$ cat src/rtl/gpio_in_sync_irq.sv
// ---------------------------------------------------------------------------
// gpio_in_sync_irq
//
// Input stage that sits directly after the GPIO pad interface. It brings the
// raw pad inputs and the external sampling clock into the pclk domain. It can
// re-sample selected bits on an external-clock edge. It produces the
// registered input value and a per-bit sticky interrupt status, and it ORs
// that status into a single interrupt request for the APB register block.
//
// Parameters
//   DW           number of GPIO lines
//   SYNC_STAGES  synchroniser depth on in_pad_i and gpio_eclk (>= 2)
//
// Ports
//   pclk       in   1   system clock, rising edge
//   preset     in   1   synchronous active-high reset
//   in_pad_i   in   DW  raw pad inputs (asynchronous to pclk)
//   gpio_eclk  in   1   external sampling clock (asynchronous to pclk)
//   eclk_sel   in   DW  1 = sample on the gpio_eclk edge, 0 = track every pclk
//   nec        in   1   1 = falling edge of gpio_eclk, 0 = rising edge
//   inte       in   DW  per-bit interrupt enable
//   ptrig      in   DW  1 = rising edge / high level, 0 = falling edge / low level
//   ctype      in   DW  1 = edge-triggered, 0 = level-triggered
//   gie        in   1   global interrupt enable
//   ints_clr   in   DW  write-1-to-clear strobe for ints
//   rgpio_in   out  DW  synchronised, sampled input value
//   ints       out  DW  sticky interrupt status
//   irq        out  1   registered interrupt request
// ---------------------------------------------------------------------------
module gpio_in_sync_irq #(
    parameter int DW          = 32,
    parameter int SYNC_STAGES = 2
) (
    input  logic          pclk,
    input  logic          preset,
    input  logic [DW-1:0] in_pad_i,
    input  logic          gpio_eclk,
    input  logic [DW-1:0] eclk_sel,
    input  logic          nec,
    input  logic [DW-1:0] inte,
    input  logic [DW-1:0] ptrig,
    input  logic [DW-1:0] ctype,
    input  logic          gie,
    input  logic [DW-1:0] ints_clr,
    output logic [DW-1:0] rgpio_in,
    output logic [DW-1:0] ints,
    output logic          irq
);

    if (SYNC_STAGES < 2) begin : g_bad_sync_depth
        $error("gpio_in_sync_irq: SYNC_STAGES must be at least 2");
    end

    localparam int              CW       = $clog2(SYNC_STAGES + 2);
    localparam logic [CW-1:0]   FILL_MAX = CW'(SYNC_STAGES + 1);

    // -----------------------------------------------------------------------
    // Synchronisers
    // -----------------------------------------------------------------------
    logic [DW-1:0]          sync_in [SYNC_STAGES];
    logic [SYNC_STAGES-1:0] sync_eclk;
    logic                   eclk_hist;
    logic [DW-1:0]          s_in;
    logic                   s_eclk;
    logic                   ecl_ev;

    always_ff @(posedge pclk) begin
        if (preset) begin
            for (int k = 0; k < SYNC_STAGES; k++) begin
                sync_in[k] <= '0;
            end
        end else begin
            sync_in[0] <= in_pad_i;
            for (int k = 1; k < SYNC_STAGES; k++) begin
                sync_in[k] <= sync_in[k-1];
            end
        end
    end

    always_ff @(posedge pclk) begin
        if (preset) begin
            sync_eclk <= '0;
            eclk_hist <= 1'b0;
        end else begin
            sync_eclk <= {sync_eclk[SYNC_STAGES-2:0], gpio_eclk};
            eclk_hist <= s_eclk;
        end
    end

    assign s_in   = sync_in[SYNC_STAGES-1];
    assign s_eclk = sync_eclk[SYNC_STAGES-1];

    // One pclk-wide pulse per selected external-clock edge.
    assign ecl_ev = nec ? (~s_eclk & eclk_hist) : (s_eclk & ~eclk_hist);

    // -----------------------------------------------------------------------
    // Sampling register
    // -----------------------------------------------------------------------
    logic [DW-1:0] sample_en;

    // A per-bit enable mux means a change of eclk_sel only decides whether
    // the next edge loads or holds, so the output never sees a partial value.
    assign sample_en = ~eclk_sel | {DW{ecl_ev}};

    always_ff @(posedge pclk) begin
        if (preset) begin
            rgpio_in <= '0;
        end else begin
            rgpio_in <= (sample_en & s_in) | (~sample_en & rgpio_in);
        end
    end

    // -----------------------------------------------------------------------
    // Fill guard
    // -----------------------------------------------------------------------
    // The counter reaches FILL_MAX on the same edge that the first
    // post-reset pad sample lands in rgpio_in. At that point prev still holds
    // its reset zero. The guard therefore opens one cycle later, once prev
    // also holds a real sample. This prevents pads already high at reset from
    // being seen as an edge.
    logic [CW-1:0] fill_cnt;
    logic          fill_done;

    always_ff @(posedge pclk) begin
        if (preset) begin
            fill_cnt  <= '0;
            fill_done <= 1'b0;
        end else begin
            if (fill_cnt != FILL_MAX) begin
                fill_cnt <= fill_cnt + 1'b1;
            end
            fill_done <= (fill_cnt == FILL_MAX);
        end
    end

    // -----------------------------------------------------------------------
    // Event detect
    // -----------------------------------------------------------------------
    logic [DW-1:0] prev;
    logic [DW-1:0] rise;
    logic [DW-1:0] fall;
    logic [DW-1:0] edge_ev;
    logic [DW-1:0] lvl_ev;
    logic [DW-1:0] ev;

    always_ff @(posedge pclk) begin
        if (preset) begin
            prev <= '0;
        end else begin
            prev <= rgpio_in;
        end
    end

    assign rise    = rgpio_in & ~prev;
    assign fall    = ~rgpio_in & prev;
    assign edge_ev = (ptrig & rise) | (~ptrig & fall);
    assign lvl_ev  = ~(rgpio_in ^ ptrig);
    assign ev      = ((ctype & edge_ev) | (~ctype & lvl_ev)) & {DW{fill_done}};

    // -----------------------------------------------------------------------
    // Sticky status and interrupt request
    // -----------------------------------------------------------------------
    always_ff @(posedge pclk) begin
        if (preset) begin
            ints <= '0;
        end else begin
            // A new set takes priority over a clear in the same cycle.
            ints <= (ints & ~ints_clr) | (inte & ev);
        end
    end

    always_ff @(posedge pclk) begin
        if (preset) begin
            irq <= 1'b0;
        end else begin
            irq <= gie & (|ints);
        end
    end

endmodule

$ cat config.mk
export PLATFORM = sky130hd
export DESIGN_NAME = gpio_in_sync_irq
export DESIGN_NICKNAME = d
export VERILOG_FILES = /design/src/rtl/gpio_in_sync_irq.sv
export SDC_FILE = /design/constraint.sdc
export NUM_CORES = 1
export LEC_CHECK = 0
export CORE_MARGIN = 10
export CORE_UTILIZATION = 29
export DETAILED_ROUTE_END_ITERATION = 8
export HOLD_SLACK_MARGIN = 0.03
export MAX_ROUTING_LAYER = met4
export PLACE_DENSITY = 0.57
export REMOVE_ABC_BUFFERS = 1
export SETUP_SLACK_MARGIN = 0.1
export SYNTH_ARGS = -nofsm -noshare
export SYNTH_HDL_FRONTEND = slang
export SYNTH_SLANG_ARGS = --single-unit
export TNS_END_PERCENT = 50
$ cat constraint.sdc
create_clock -name pclk -period 2.5 [get_ports pclk]
set_input_delay 0.375 -clock pclk [delete_from_list [all_inputs] [get_ports pclk]]
set_output_delay 0.375 -clock pclk [all_outputs]
set_load 0.005 [all_outputs]
==> flow_results.org <==
** Worst setup path
- Cell breakdown of the critical path :: clkdlybuf4s50_1
- Launching point of the worst reg2reg path :: sync_eclk[1]
- In this run the worst path has a maximum fanout of 3.
- The worst setup path is launched from a flip-flop.
- STA classifies the critical path endpoint as an output pin.
- Kind of critical path :: flip-flop to output pin
- STA puts the critical path data required time at 2120 ps.
- Among cell families on the critical path, the largest total delay comes from buffers and inverters.
- The number of buffers and inverters on the critical path is 1.
- Worst EP arrival :: 1400 ps
- The slowest stage of the critical path is the sky130_fd_sc_hd__clkdlybuf4s50_1 cell.
- R2r setup slk :: 1010 ps
- The number of cells on the worst reg-to-reg path is 5.
- The largest single stage delay on the critical path is 560 ps.

** Power
- Final total power :: between 6 and 7 mW
- Cell internal power was estimated by the tool at just under 5 mW.
- The analysis attributes to cell leakage a power of 3.46 nW.
- Portion of total power attributed to sequential cells :: 0.456
- Fraction of power spent switching nets :: 0.210
- IR analysis of the VDD net gives a maximum drop of 0.396 mV.
- PwrDens :: ~640 nW/um2
- Fraction of power consumed by combinational cells :: 0.098
- Of the total power, the clock network draws 0.446.
- Summed over all nets, the switching power comes to 1.29 mW.

** STA
- Final worst setup slack :: 730 ps
- Highest Clock Rate :: 565 MHz
- Setup repair after global routing left no endpoint under its margin.
- Across the routed clock network, the largest skew measured is 9.92 ps.
- Setup violations remaining at the end of the flow were counted as 0.
- Pins over their slew limit :: 0
- In the finished design, the share of the clock period the worst path needs comes to 0.708.
- Final critical delay including setup and external delays :: 1770 ps
- Final hold analysis gives a worst-case slack of 433 ps.
- Slew of the pin with the lowest slew margin :: 525 ps
- In the final timing run, aggregate negative setup slack is 0 ps.
- The final count of hold timing violations is 0.
- In this run the tightest slew margin relative to its limit is 0.647.

** Yosys
- Post-synth EDFFs :: 0
- Synth cell types :: 22
- The cell count after synthesis came out at roughly 630.
- Cell area after synthesis :: 6100 um2
- Share of flip-flops with an asynchronous set or reset :: 0
- Dominant cell type by area after synthesis :: sky130_fd_sc_hd__dfxtp_1
- Commonest cells in the synthesized netlist :: sky130_fd_sc_hd__dfxtp_1 (167), sky130_fd_sc_hd__nor2b_1 (132), sky130_fd_sc_hd__a21oi_1 (96)
- The synthesized design contains between 150 and 200 register bits.
- Avg Synthesized Cell Area :: about 9.6 um2
- Top-area cell type share of the netlist area :: 0.548
- Ranked by total cell area, the synthesized netlist is headed by sky130_fd_sc_hd__dfxtp_1 (55%), sky130_fd_sc_hd__nor2b_1 (14%), sky130_fd_sc_hd__a21oi_1 (7.9%).
- Of the synthesized area, sequential elements account for 0.548.
- Most used DFF post-synth :: sky130_fd_sc_hd__dfxtp_1
- The most common cell in the synthesized netlist is sky130_fd_sc_hd__dfxtp_1.
- For this run, the number of Yosys warnings is 0.

** Cells and area
- The finished cells cover 9630 um2.
- The number of antenna diodes in the final layout is 0.
- At the end of the flow, the number of nets in the layout was between 1000 and 1500.
- Fin cells :: 1179
- Share of final-layout standard cells stronger than drive strength 1 :: 0.0442
- Synthesis-to-finish area growth :: 57.8%
- For this run, the share of the core covered by cells in the final layout is 0.461.

** Floorplan
- The region available for standard cell placement spans 20900 um2.
- The initialized floorplan defines 53 standard-cell rows.
- Die outline area :: around 27000 um2
- The die is 165 um tall.
- The die is about 170 um wide.
- I/O pin total :: 262
- Effective utilization at floorplan :: 0.292

** Clock tree
- TritonCTS clock tree :: yes
- The number of setup buffers added after CTS is 0.
- Num CTS Buffers :: 17
- Count of clock tree sinks :: 167
- After clock tree synthesis, the clock-pin slew on the worst setup and hold paths is 60 ps.
- After clock tree synthesis, the flow added hold-fix buffers numbering 0.
- Root buffer cell :: sky130_fd_sc_hd__clkbuf_16
- Clock latency reported for the late side of the worst-skew pair :: ~420 ps
- No sink is reached through more buffers than the 2 on the longest clock path.
- Post-cts repair resize count :: 0
- In this run the number of H-tree levels came out at 4.

** Min path
- For hold timing, the worst endpoint is sync_in[0][36].
- Type of the worst min-delay path :: flip-flop to flip-flop
- Worst min-delay path startpoint :: sync_in[0][4]
- Counting instances, the worst hold path has a depth of 1.

** Global routing
- After global routing, the most crowded layer is met2.
- The via count of the first global-routing pass was ~5300.
- For met3 alone, demand over resource in global routing was 0.0496.
- First-pass GRT wire length :: 28100 um
- Global routing finished with a remaining overflow of 0.
- Met1 layer usage reported by global route :: 0.160
- In the global route stage, overall resource usage came out at 0.136.
- Entering global routing, the biggest net connects 95 pins.
- The initial antenna violation count is 0.
- Met2 track demand over resource :: 0.217

** Job
- Number of maximum-capacitance constraint violations :: 0

** Detailed routing
- Number of routed nets with antenna violations :: 0
- Total iterations of the first detailed-routing run :: 4
- The first routing iteration left 200 violations.
- Dividing the detail-routed via count by the number of cells gives 4.41.
- Routed length per placed instance :: 16.0 um
- # DRC :: 0
- Summed over all layers, the routed wires come to about 19000 um.
- Detailed-route via count :: 5202

** Outcome
- Status :: finished clean

** Place
- Total cell area at the placement stage :: 9020 um2
- Port Buffer Count :: 261
- Half-perimeter wire length of the detailed placement result :: 14300 um
- Timing analysis after detailed placement gives a worst setup slack of just under 600 ps.
- Routability-driven placement congestion ratio :: ~0.85
- Including well taps, the total number of placed cells is roughly 1100.
[worst reg2reg max path, cell delays in order (launching register included)]
cell	delay, ps
sky130_fd_sc_hd__dfxtp_1	380
sky130_fd_sc_hd__and3b_1	220
sky130_fd_sc_hd__a21oi_4	140
sky130_fd_sc_hd__buf_12	280
sky130_fd_sc_hd__a21oi_1	150
sky130_fd_sc_hd__a31o_2	210
[routing by layer]
layer / share of wire / routed length (um)
met4: 0.011 / 204
met5: 0 / 0
met3: 0.084 / 1580
met2: 0.46 / 8590
met1: 0.45 / 8460
[worst max path at each step]
stage | slack [ps] | from | endpoint | cells after the start
6_report | 730 | ints[11] | ints[11] | 1
5_1_grt | 640 | ints[11] | ints[11] | 1
4_1_cts | 660 | ints[11] | ints[11] | 1
3_5_place_dp | 590 | nec | flip-flop | 6
3_3_place_gp | 620 | nec | flip-flop | 6
2_1_floorplan | 140 | nec | flip-flop | 4
[cell families (layout without fill, tap and decap cells)]
group | Yosys count | in the layout | share of synthesized area
compound gates | 161 | 161 | 0.165
xor+xnor | 1 | 1 | 0.00144
mux | 1 | 1 | 0.00164
flops | 167 | 167 | 0.548
buf+inv | 27 | 297 | 0.0195
fa+ha+maj | 1 | 1 | 0.00205
simple gates | 276 | 276 | 0.262
[power groups by stage]
| stage | Combinational (mW) | Clock [mW] | Sequential (mW) |
|---|---|---|---|
| 6_report | 0.601 | 2.73 | 2.79 |
| 5_1_grt | 0.655 | 2.92 | 2.80 |
| 4_1_cts | 0.610 | 2.81 | 2.79 |
| 3_5_place_dp | 0.607 | 0 | 2.85 |
| 3_3_place_gp | 0.599 | 0 | 2.85 |
| 2_1_floorplan | 0.154 | 0 | 2.84 |
[cell type report]
cell class                      instances  area (um2)
Clock buffer                           20         437
Clock inverter                         11         171
Fill cell                            2011       11300
Multi-Input combinational cell        440        2650
Sequential cell                       167        3340
Tap cell                              275         344
Timing Repair Buffer                  266        2690
[layout by cell type, fill, tap and decap left out, types with 2 or more instances in the layout]
| master | count |
|---|---|
| sky130_fd_sc_hd__nand2_1 | 32 |
| sky130_fd_sc_hd__buf_12 | 3 |
| sky130_fd_sc_hd__nand4_1 | 2 |
| sky130_fd_sc_hd__clkinv_2 | 2 |
| sky130_fd_sc_hd__inv_6 | 3 |
| sky130_fd_sc_hd__clkinvlp_4 | 2 |
| sky130_fd_sc_hd__o211ai_1 | 32 |
| sky130_fd_sc_hd__nor3_1 | 32 |
| sky130_fd_sc_hd__nor4_1 | 8 |
| sky130_fd_sc_hd__nor2b_1 | 132 |
| sky130_fd_sc_hd__buf_4 | 3 |
| sky130_fd_sc_hd__a31o_1 | 28 |
| sky130_fd_sc_hd__nand2b_1 | 64 |
| sky130_fd_sc_hd__nor2_1 | 4 |
| sky130_fd_sc_hd__clkbuf_16 | 17 |
| sky130_fd_sc_hd__clkdlybuf4s50_1 | 260 |
| sky130_fd_sc_hd__clkbuf_1 | 3 |
| sky130_fd_sc_hd__a31o_2 | 4 |
| sky130_fd_sc_hd__bufinv_16 | 4 |
| sky130_fd_sc_hd__dfxtp_1 | 166 |
| sky130_fd_sc_hd__a21oi_1 | 96 |
Power figures use the tool's default switching activity.
